<file path="src/rtl/bcd_pkg.sv">
// ----------------------------------------------------------------------------
// bcd_pkg
// Shared definitions for the BCD conversion engines (binary-to-BCD and
// BCD-to-binary). Holds the converter state type and the per-digit constants
// used by the shift-and-correct algorithms.
// ----------------------------------------------------------------------------
package bcd_pkg;

  // Converter FSM states.
  typedef enum logic [0:0] {
    IDLE  = 1'b0,
    SHIFT = 1'b1
  } bcd_state_e;

  // Width of one packed BCD digit.
  localparam int BCD_DIGIT_W = 4;

  // Reverse double-dabble correction: after a right shift, a digit holding
  // 8 or more received a carried-in 1 worth "5" (half of ten), which must be
  // expressed as 5 instead of 8 -> subtract 3.
  localparam logic [BCD_DIGIT_W-1:0] BCD_ADJ_THRESH = 4'd8;
  localparam logic [BCD_DIGIT_W-1:0] BCD_ADJ_VALUE  = 4'd3;

  // Largest legal decimal digit.
  localparam logic [BCD_DIGIT_W-1:0] BCD_MAX_DIGIT  = 4'd9;

endpackage : bcd_pkg

</file>
<file path="src/rtl/bcd_digit_adjust.sv">
// ----------------------------------------------------------------------------
// bcd_digit_adjust
// Combinational per-digit correction for reverse double-dabble: a nibble that
// is >= 8 after the right shift has 3 subtracted, otherwise it passes through.
//
// Ports:
//   digit_in   in   BCD_DIGIT_W  shifted digit
//   digit_out  out  BCD_DIGIT_W  corrected digit
// ----------------------------------------------------------------------------
module bcd_digit_adjust
  import bcd_pkg::*;
(
  input  logic [BCD_DIGIT_W-1:0] digit_in,
  output logic [BCD_DIGIT_W-1:0] digit_out
);

  assign digit_out = (digit_in >= BCD_ADJ_THRESH) ? (digit_in - BCD_ADJ_VALUE)
                                                  : digit_in;

endmodule : bcd_digit_adjust

</file>
<file path="src/rtl/bcd_to_binary.sv">
// ----------------------------------------------------------------------------
// bcd_to_binary
// Sequential packed-BCD to unsigned binary converter (reverse double-dabble).
// Each SHIFT cycle shifts {S,R} right one bit and then corrects every BCD
// digit of S that is >= 8 by subtracting 3. After OUTPUT_WIDTH iterations R
// holds the binary value.
//
// Optional feature macro: BCD2BIN_VALIDATE_EN
//   defined   : nibbles > 9 are rejected at start (o_bad_digit), and a
//               non-zero residue in S at completion raises o_overflow.
//   undefined : o_bad_digit / o_overflow stay 0, every start runs the full
//               shift sequence.
//
// Handshake: i_start is a request honoured only while idle (o_busy low);
// there is no back-pressure and a start while busy is dropped. Completion is
// signalled by o_dv, a single-cycle strobe with no ready; o_bad_digit and
// o_overflow are meaningful only in that cycle, o_binary holds until the next
// successful completion.
//
// Ports:
//   clk          in   1                 system clock (rising edge)
//   rst_n        in   1                 asynchronous active-low reset
//   i_bcd        in   4*DECIMAL_DIGITS  packed BCD, digit 0 in [3:0]
//   i_start      in   1                 start request
//   o_binary     out  OUTPUT_WIDTH      conversion result
//   o_dv         out  1                 one-cycle completion strobe
//   o_busy       out  1                 high while not idle
//   o_bad_digit  out  1                 invalid input digit (with o_dv)
//   o_overflow   out  1                 result truncated (with o_dv)
// ----------------------------------------------------------------------------
module bcd_to_binary
  import bcd_pkg::*;
#(
  parameter int DECIMAL_DIGITS = 4,
  parameter int OUTPUT_WIDTH   = 16
) (
  input  logic                                clk,
  input  logic                                rst_n,
  input  logic [BCD_DIGIT_W*DECIMAL_DIGITS-1:0] i_bcd,
  input  logic                                i_start,
  output logic [OUTPUT_WIDTH-1:0]             o_binary,
  output logic                                o_dv,
  output logic                                o_busy,
  output logic                                o_bad_digit,
  output logic                                o_overflow
);

  localparam int BCD_W = BCD_DIGIT_W * DECIMAL_DIGITS;
  localparam int CNT_W = $clog2(OUTPUT_WIDTH + 1);
  localparam logic [CNT_W-1:0] LAST_ITER = CNT_W'(OUTPUT_WIDTH - 1);

`ifdef BCD2BIN_VALIDATE_EN
  localparam bit VALIDATE_EN = 1'b1;
`else
  localparam bit VALIDATE_EN = 1'b0;
`endif

  bcd_state_e              state;
  logic [BCD_W-1:0]        s_q;
  logic [OUTPUT_WIDTH-1:0] r_q;
  logic [CNT_W-1:0]        cnt_q;

  logic [BCD_W-1:0]        s_shift;
  logic [BCD_W-1:0]        s_adj;
  logic [OUTPUT_WIDTH-1:0] r_shift;
  logic                    bad_digit;

  // One combined right shift of {S,R}: S LSB moves into R MSB.
  assign s_shift = {1'b0, s_q[BCD_W-1:1]};
  assign r_shift = {s_q[0], r_q[OUTPUT_WIDTH-1:1]};

  for (genvar g = 0; g < DECIMAL_DIGITS; g++) begin : g_adj
    bcd_digit_adjust u_adj (
      .digit_in  (s_shift[g*BCD_DIGIT_W +: BCD_DIGIT_W]),
      .digit_out (s_adj[g*BCD_DIGIT_W +: BCD_DIGIT_W])
    );
  end

  always_comb begin
    bad_digit = 1'b0;
    for (int i = 0; i < DECIMAL_DIGITS; i++) begin
      if (i_bcd[i*BCD_DIGIT_W +: BCD_DIGIT_W] > BCD_MAX_DIGIT) bad_digit = 1'b1;
    end
  end

  always_ff @(posedge clk or negedge rst_n) begin
    if (!rst_n) begin
      state       <= IDLE;
      s_q         <= '0;
      r_q         <= '0;
      cnt_q       <= '0;
      o_binary    <= '0;
      o_dv        <= 1'b0;
      o_busy      <= 1'b0;
      o_bad_digit <= 1'b0;
      o_overflow  <= 1'b0;
    end else begin
      // Strobe and its qualifiers default low every cycle.
      o_dv        <= 1'b0;
      o_bad_digit <= 1'b0;
      o_overflow  <= 1'b0;
      case (state)
        IDLE: begin
          if (i_start) begin
            if (VALIDATE_EN && bad_digit) begin
              // Reject without entering SHIFT; o_binary keeps its value.
              o_dv        <= 1'b1;
              o_bad_digit <= 1'b1;
            end else begin
              s_q    <= i_bcd;
              r_q    <= '0;
              cnt_q  <= '0;
              o_busy <= 1'b1;
              state  <= SHIFT;
            end
          end
        end
        SHIFT: begin
          s_q   <= s_adj;
          r_q   <= r_shift;
          cnt_q <= cnt_q + 1'b1;
          if (cnt_q == LAST_ITER) begin
            // Any value left in S after the final shift did not fit in R.
            o_binary   <= r_shift;
            o_dv       <= 1'b1;
            o_overflow <= VALIDATE_EN && (s_adj != '0);
            o_busy     <= 1'b0;
            state      <= IDLE;
          end
        end
        default: begin
          o_busy <= 1'b0;
          state  <= IDLE;
        end
      endcase
    end
  end

endmodule : bcd_to_binary
</file>
<file path="config.mk">
export PLATFORM = sky130hd
export DESIGN_NAME = bcd_to_binary
export DESIGN_NICKNAME = d
export VERILOG_FILES = /design/src/rtl/bcd_pkg.sv /design/src/rtl/bcd_digit_adjust.sv /design/src/rtl/bcd_to_binary.sv
export SDC_FILE = /design/constraint.sdc
export NUM_CORES = 1
export LEC_CHECK = 0
export CAP_MARGIN = 40
export CORE_ASPECT_RATIO = 1.4
export CORE_UTILIZATION = 35
export DETAILED_ROUTE_END_ITERATION = 12
export RECOVER_POWER = 50
export REMOVE_ABC_BUFFERS = 1
export SKIP_CTS_REPAIR_TIMING = 1
export SLEW_MARGIN = 20
export SYNTH_ARGS = -nofsm -noshare
export SYNTH_HDL_FRONTEND = slang
export SYNTH_SLANG_ARGS = --single-unit
</file>
<file path="constraint.sdc">
create_clock -name clk -period 2.2 [get_ports clk]
set_input_delay 0.66 -clock clk [delete_from_list [all_inputs] [get_ports clk]]
set_output_delay 0.66 -clock clk [all_outputs]
set_load 0.03 [all_outputs]
</file>
Yosys cells after proc, flatten, opt, wreduce, memory -nomap -nowiden
Index checks and enable logic that the tools add are counted.
{ "classes": {"addsub": 5, "magnitude_cmp": 4, "eq_ne": 3, "n_mux": 18, "bitwise": 1, "reduce_logical": 2} }
{ "op_table": {"columns": ["cell", "n"], "rows": [
  ["$pmux W16 S2", 2],
  ["$mux W16", 2],
  ["$mux W4", 4],
  ["$ge A4 B4 Y1 const B", 3],
  ["$sub A4 B2 Y4 const B", 3],
  ["$pmux W5 S2", 1],
  ["$mux W1", 6],
  ["$add A5 B1 Y5 const B", 1],
  ["$eq A5 B4 Y1 const B", 1],
  ["$mux W5", 1],
  ["$ge A3 B4 Y1 const B", 1],
  ["$pmux W1 S2", 2],
  ["$reduce_and A2 Y1", 2],
  ["$sub A3 B2 Y4 const B", 1],
  ["$ne A2 B1 Y1 const B", 1],
  ["$ne A2 B2 Y1 const B", 1],
  ["$not A1 Y1", 1]
]} }
{ "totals": {"ff_bits": 56, "in_bits": 19, "out_inout_bits": 20} }

Depth between registers and ports, before layout
{ "logic_depth": {"ltp_word": 3, "depth_mapped": 7} }

Modules after synthesis
Synthesis repeated with hierarchy kept, for this count alone.
{ "unflattened": {"cells_unflattened": 249, "area_unflattened_um2": 2700.1} }
{ "by_module_without_submodules": {"columns": ["module", "n_inst", "cells_each", "area_per_inst_um2", "seq_area_each_um2"], "rows": [
  ["bcd_to_binary", 1, 205, 2394.8, 1376.3],
  ["bcd_digit_adjust", 4, 11, 76.3, 0.0]
]} }

Worst setup path after synthesis
No wires, ideal clock.
{ "synth_timing": {"kind": "register -> register", "from": "register cnt_q[0]", "to": "register o_binary[15]", "arrival_time_ns": 1.566, "required_time_ns": 2.075, "path_slack_ns": 0.509, "path_stages_with_launch": 7, "cell_sequence": "dfrtp_1 > ha_1 > and3_1 > ha_1 > nand2_4 > buf_6 > mux2_4"} }
{ "synth_between": {"elab_chain_len": 2} }
{ "synth_lines": {"columns": ["item", "line_no", "source"], "rows": [
  ["from (decl)", "bcd_to_binary.sv:61", "logic [CNT_W-1:0] cnt_q;"],
  ["from (signal assigned)", "bcd_to_binary.sv:121", "cnt_q <= cnt_q + 1'b1;"],
  ["$eq A5 B4 Y1", "bcd_to_binary.sv:122", "if (cnt_q == LAST_ITER) begin"],
  ["$reduce_and A2 Y1 (no line)", null, null],
  ["to (signal assigned)", "bcd_to_binary.sv:124", "o_binary <= r_shift;"],
  ["to (decl)", "bcd_to_binary.sv:41", "output logic [OUTPUT_WIDTH-1:0] o_binary,"]
]} }
No other way between the ends.
A chain may end at the register's enable or synchronous reset.

Worst setup path in the final report
{ "layout_timing": {"from": "register o_busy", "to": "output port o_busy"} }
{ "layout_rtl": {"columns": ["item", "line_no", "source"], "rows": [
  ["from (decl)", "bcd_to_binary.sv:43", "output logic o_busy,"],
  ["from (signal assigned)", "bcd_to_binary.sv:94", "o_busy <= 1'b0;"],
  ["from (signal assigned)", "bcd_to_binary.sv:113", "o_busy <= 1'b1;"],
  ["from (signal assigned)", "bcd_to_binary.sv:127", "o_busy <= 1'b0;"]
]} }
No word-level cell between the ends.

==> impl_metrics.toml <==
[synth]
synth_xor_area_share_pct = 2.760
yosys_register_bits = 55
synthSimpleGateAreaFrac_pct = 9.561
muxShareOfSynthArea_pct = 13.16
yosysUniqueCellTypes = 29
synth_top_family_by_area = "multiplexers"
yosys_warnings = 0
ys_seq_area_share_pct = 54.21
synth_top_area_share_pct = 54.21
yosysTopAreaCell = "dfrtp_1"
postSynthCellCount = 228
synth_fa_ha_area_share_pct = 3.943
synth_compound_area_share_pct = 10.94
synthFlopType = "dfrtp_1"
syn_area_um2 = 2539
synthArstFlopShare_pct = 100.0
postSynthAreaPerCell_um2 = 11.13
ys_top_cells_by_count = "55 x dfrtp_1, 45 x nand2_1, 22 x o21ai_0"
synth_edf_count = 0
synth_area_leaders = "dfrtp_1 54%, nand2_1 6.7%, mux2_4 5.3%"
synth.most_common_cell = "dfrtp_1"

[pwr]
ir_drop_v = 0.0005680
combPwrFrac_pct = 40.6
clkPwrFrac_pct = 14.6
p_int_mw = 2.518
switching_share_pct = 37.42
power_switching_mw = 1.505
seqPwrFrac_pct = 44.8
leakage_nw = 1.477
power_density_nw_per_um2 = 1309

[sta]
max_slew.worst_pin.slew_ps = 1426
clock_skew_ps = 10.76
slew_headroom_pct = 4.940
period_share_pct = 92.38
hold_viol_final = 0
max_freq_mhz = 492.0
setup_viol = 0
maxSlewViolCount = 0
fin_crit_ps = 2032
holdWs_ps = 496.9
final.setup.tns_ps = 0
rsz0062_at_grt = "no"

[drt]
drc_errors = 0
avgRoutedWirePerCell_um = 13.05
drt_iter0_drc = 57
ant_nets = 0
firstDrtPassIters = 4
vias_per_cell = 4.803
wl_um = 4699
vias = 1729

[hold_path]
hold_path.class = "reg -> reg"
min_path_cells = 2

[clock_tree]
clock_sinks = 55
clkLatencyLatePin_ps = 310
clkTransAtPathRegs_ps = 100
cts_buffer_depth = 2
ctsRootBufferMaster = "clkbuf_8"
cts_made_buffers = 5
cts_tree = "done"
htreeDepth = 2

[layout]
fillCellCount = 689
syn2layout_area_growth_pct = 21.09
final_net_count = 291
layout.cells.non_filler = 360
antenna_cells = 0
drive_above_1_share_pct = 12.83
final_core_util_pct = 44.03

[setup_path]
required_ps = 1540
reg2reg_depth = 5
critPathTopFamily = "buffers and inverters"
cp_max_fo = 3
path_buf_inv = 1
worst-setup-path-type = "reg -> out"
max_stage_delay_ps = 680
cp.depth = 1
crit_slowest_cell = "clkdlybuf4s50_1"
cp_data_arrival_time_ps = 1370
path_cells = "clkdlybuf4s50_1"
setup.worst_path.end_class = "output port"
crit_path_start_kind = "flip-flop"

[placement]
place_hpwl_um = 3292
dp_cells = 352
place.port_buffers = 36
gp_congestion = 0.7111

[floorplan]
io-pin-count = 39
die_w_um = 73.98
start_util_pct = 36.36
fp.dieArea_um2 = 7603
fp.dieH_um = 102.8
row_count = 36
core_area_um2 = 6982

[status]
status = "completed"

[global_route]
grt_first_pass_wirelength_um = 8238
track_usage_pct = 13.94
grt_pass1_vias = 1787
overflow = 0
antenna_found_initial = 0
grt_max_degree = 29

[flow_run]
drv_cap = 0
[per-layer routing]
metal	part of all wire, %	global-route usage, %	routed length (um)
met5	0	0	0
met3	3.5	2.835	164
met1	45	17.36	2093
met4	1.5	4.882	70
met2	50	23.78	2371
[kinds of logic (layout without fill, tap and decap cells)]
| group | after synthesis | count (layout) |
|---|---|---|
| AND/OR/NAND/NOR | 58 | 58 |
| flip-flops | 55 | 55 |
| AO/OA/AOI/OAI | 45 | 45 |
| multiplexers | 28 | 28 |
| buffers and inverters | 25 | 61 |
| adder cells (fa/ha/maj) | 8 | 8 |
| XOR/XNOR | 8 | 8 |
| other | 1 | 2 |
[power by group through the flow]
stage / clock (mW) / combinational (mW) / sequential [mW]
after global routing: 0.649 / 1.81 / 1.87
after global placement: 0 / 1.61 / 1.83
after floorplan: 0 / 0.804 / 2.06
final: 0.586 / 1.63 / 1.80
after CTS: 0.608 / 1.66 / 1.82
after detailed placement: 0 / 1.65 / 1.84
[layout make-up]
| class | instances | area [um2] | area share, % |
|---|---|---|---|
| Clock inverter | 2 | 16.27 | 0.5291 |
| Multi-Input combinational cell | 149 | 1030 | 33.50 |
| Sequential cell | 55 | 1376 | 44.77 |
| Timing Repair Buffer | 42 | 409.1 | 13.31 |
| Clock buffer | 6 | 82.58 | 2.686 |
| Inverter | 11 | 41.29 | 1.343 |
| Tap cell | 95 | 118.9 | 3.867 |
[flip-flops by register name, indices dropped and copies added, names as in the netlist]
signal    count
cnt_q         5
r_q          15
s_q          16
o_binary     16
state         1
o_busy        1
o_dv          1
[layout by cell type, fill, tap and decap left out, drive strengths merged, types with 5 or more instances in the layout]
cell type,n
nand2,46
ha,8
dfrtp,55
mux2,16
inv,11
nor2,5
o211a,6
clkdlybuf4s50,34
clkbuf,8
buf,5
o21ai,22
mux2i,12
a21oi,9
[path summary, 6_finish.rpt]
check / start / end / slack, ps
worst max-delay path: o_busy / o_busy / 170
worst min-delay path: s_q[14] / s_q[13] / 500
worst max register to register: cnt_q[0] / o_binary[14] / 400
worst min register to register: s_q[14] / s_q[13] / 500
max in group asynchronous: rst_n / s_q[3] / 440
min in group asynchronous: rst_n / o_binary[8] / 660
[stage by stage]
| step | worst slack (ps) | cell area [um2] | power (mW) |
|---|---|---|---|
| final | 167.6 | 3074 | 4.023 |
| after global routing | 113.3 | 3074 | 4.338 |
| after CTS | 150.7 | 3080 | 4.083 |
| after detailed placement | 205.8 | 2982 | 3.489 |
| after global placement | 228.1 | 2982 | 3.443 |
| after floorplan | 404.3 | 2450 | 2.862 |
Power figures use the tool's default switching activity.
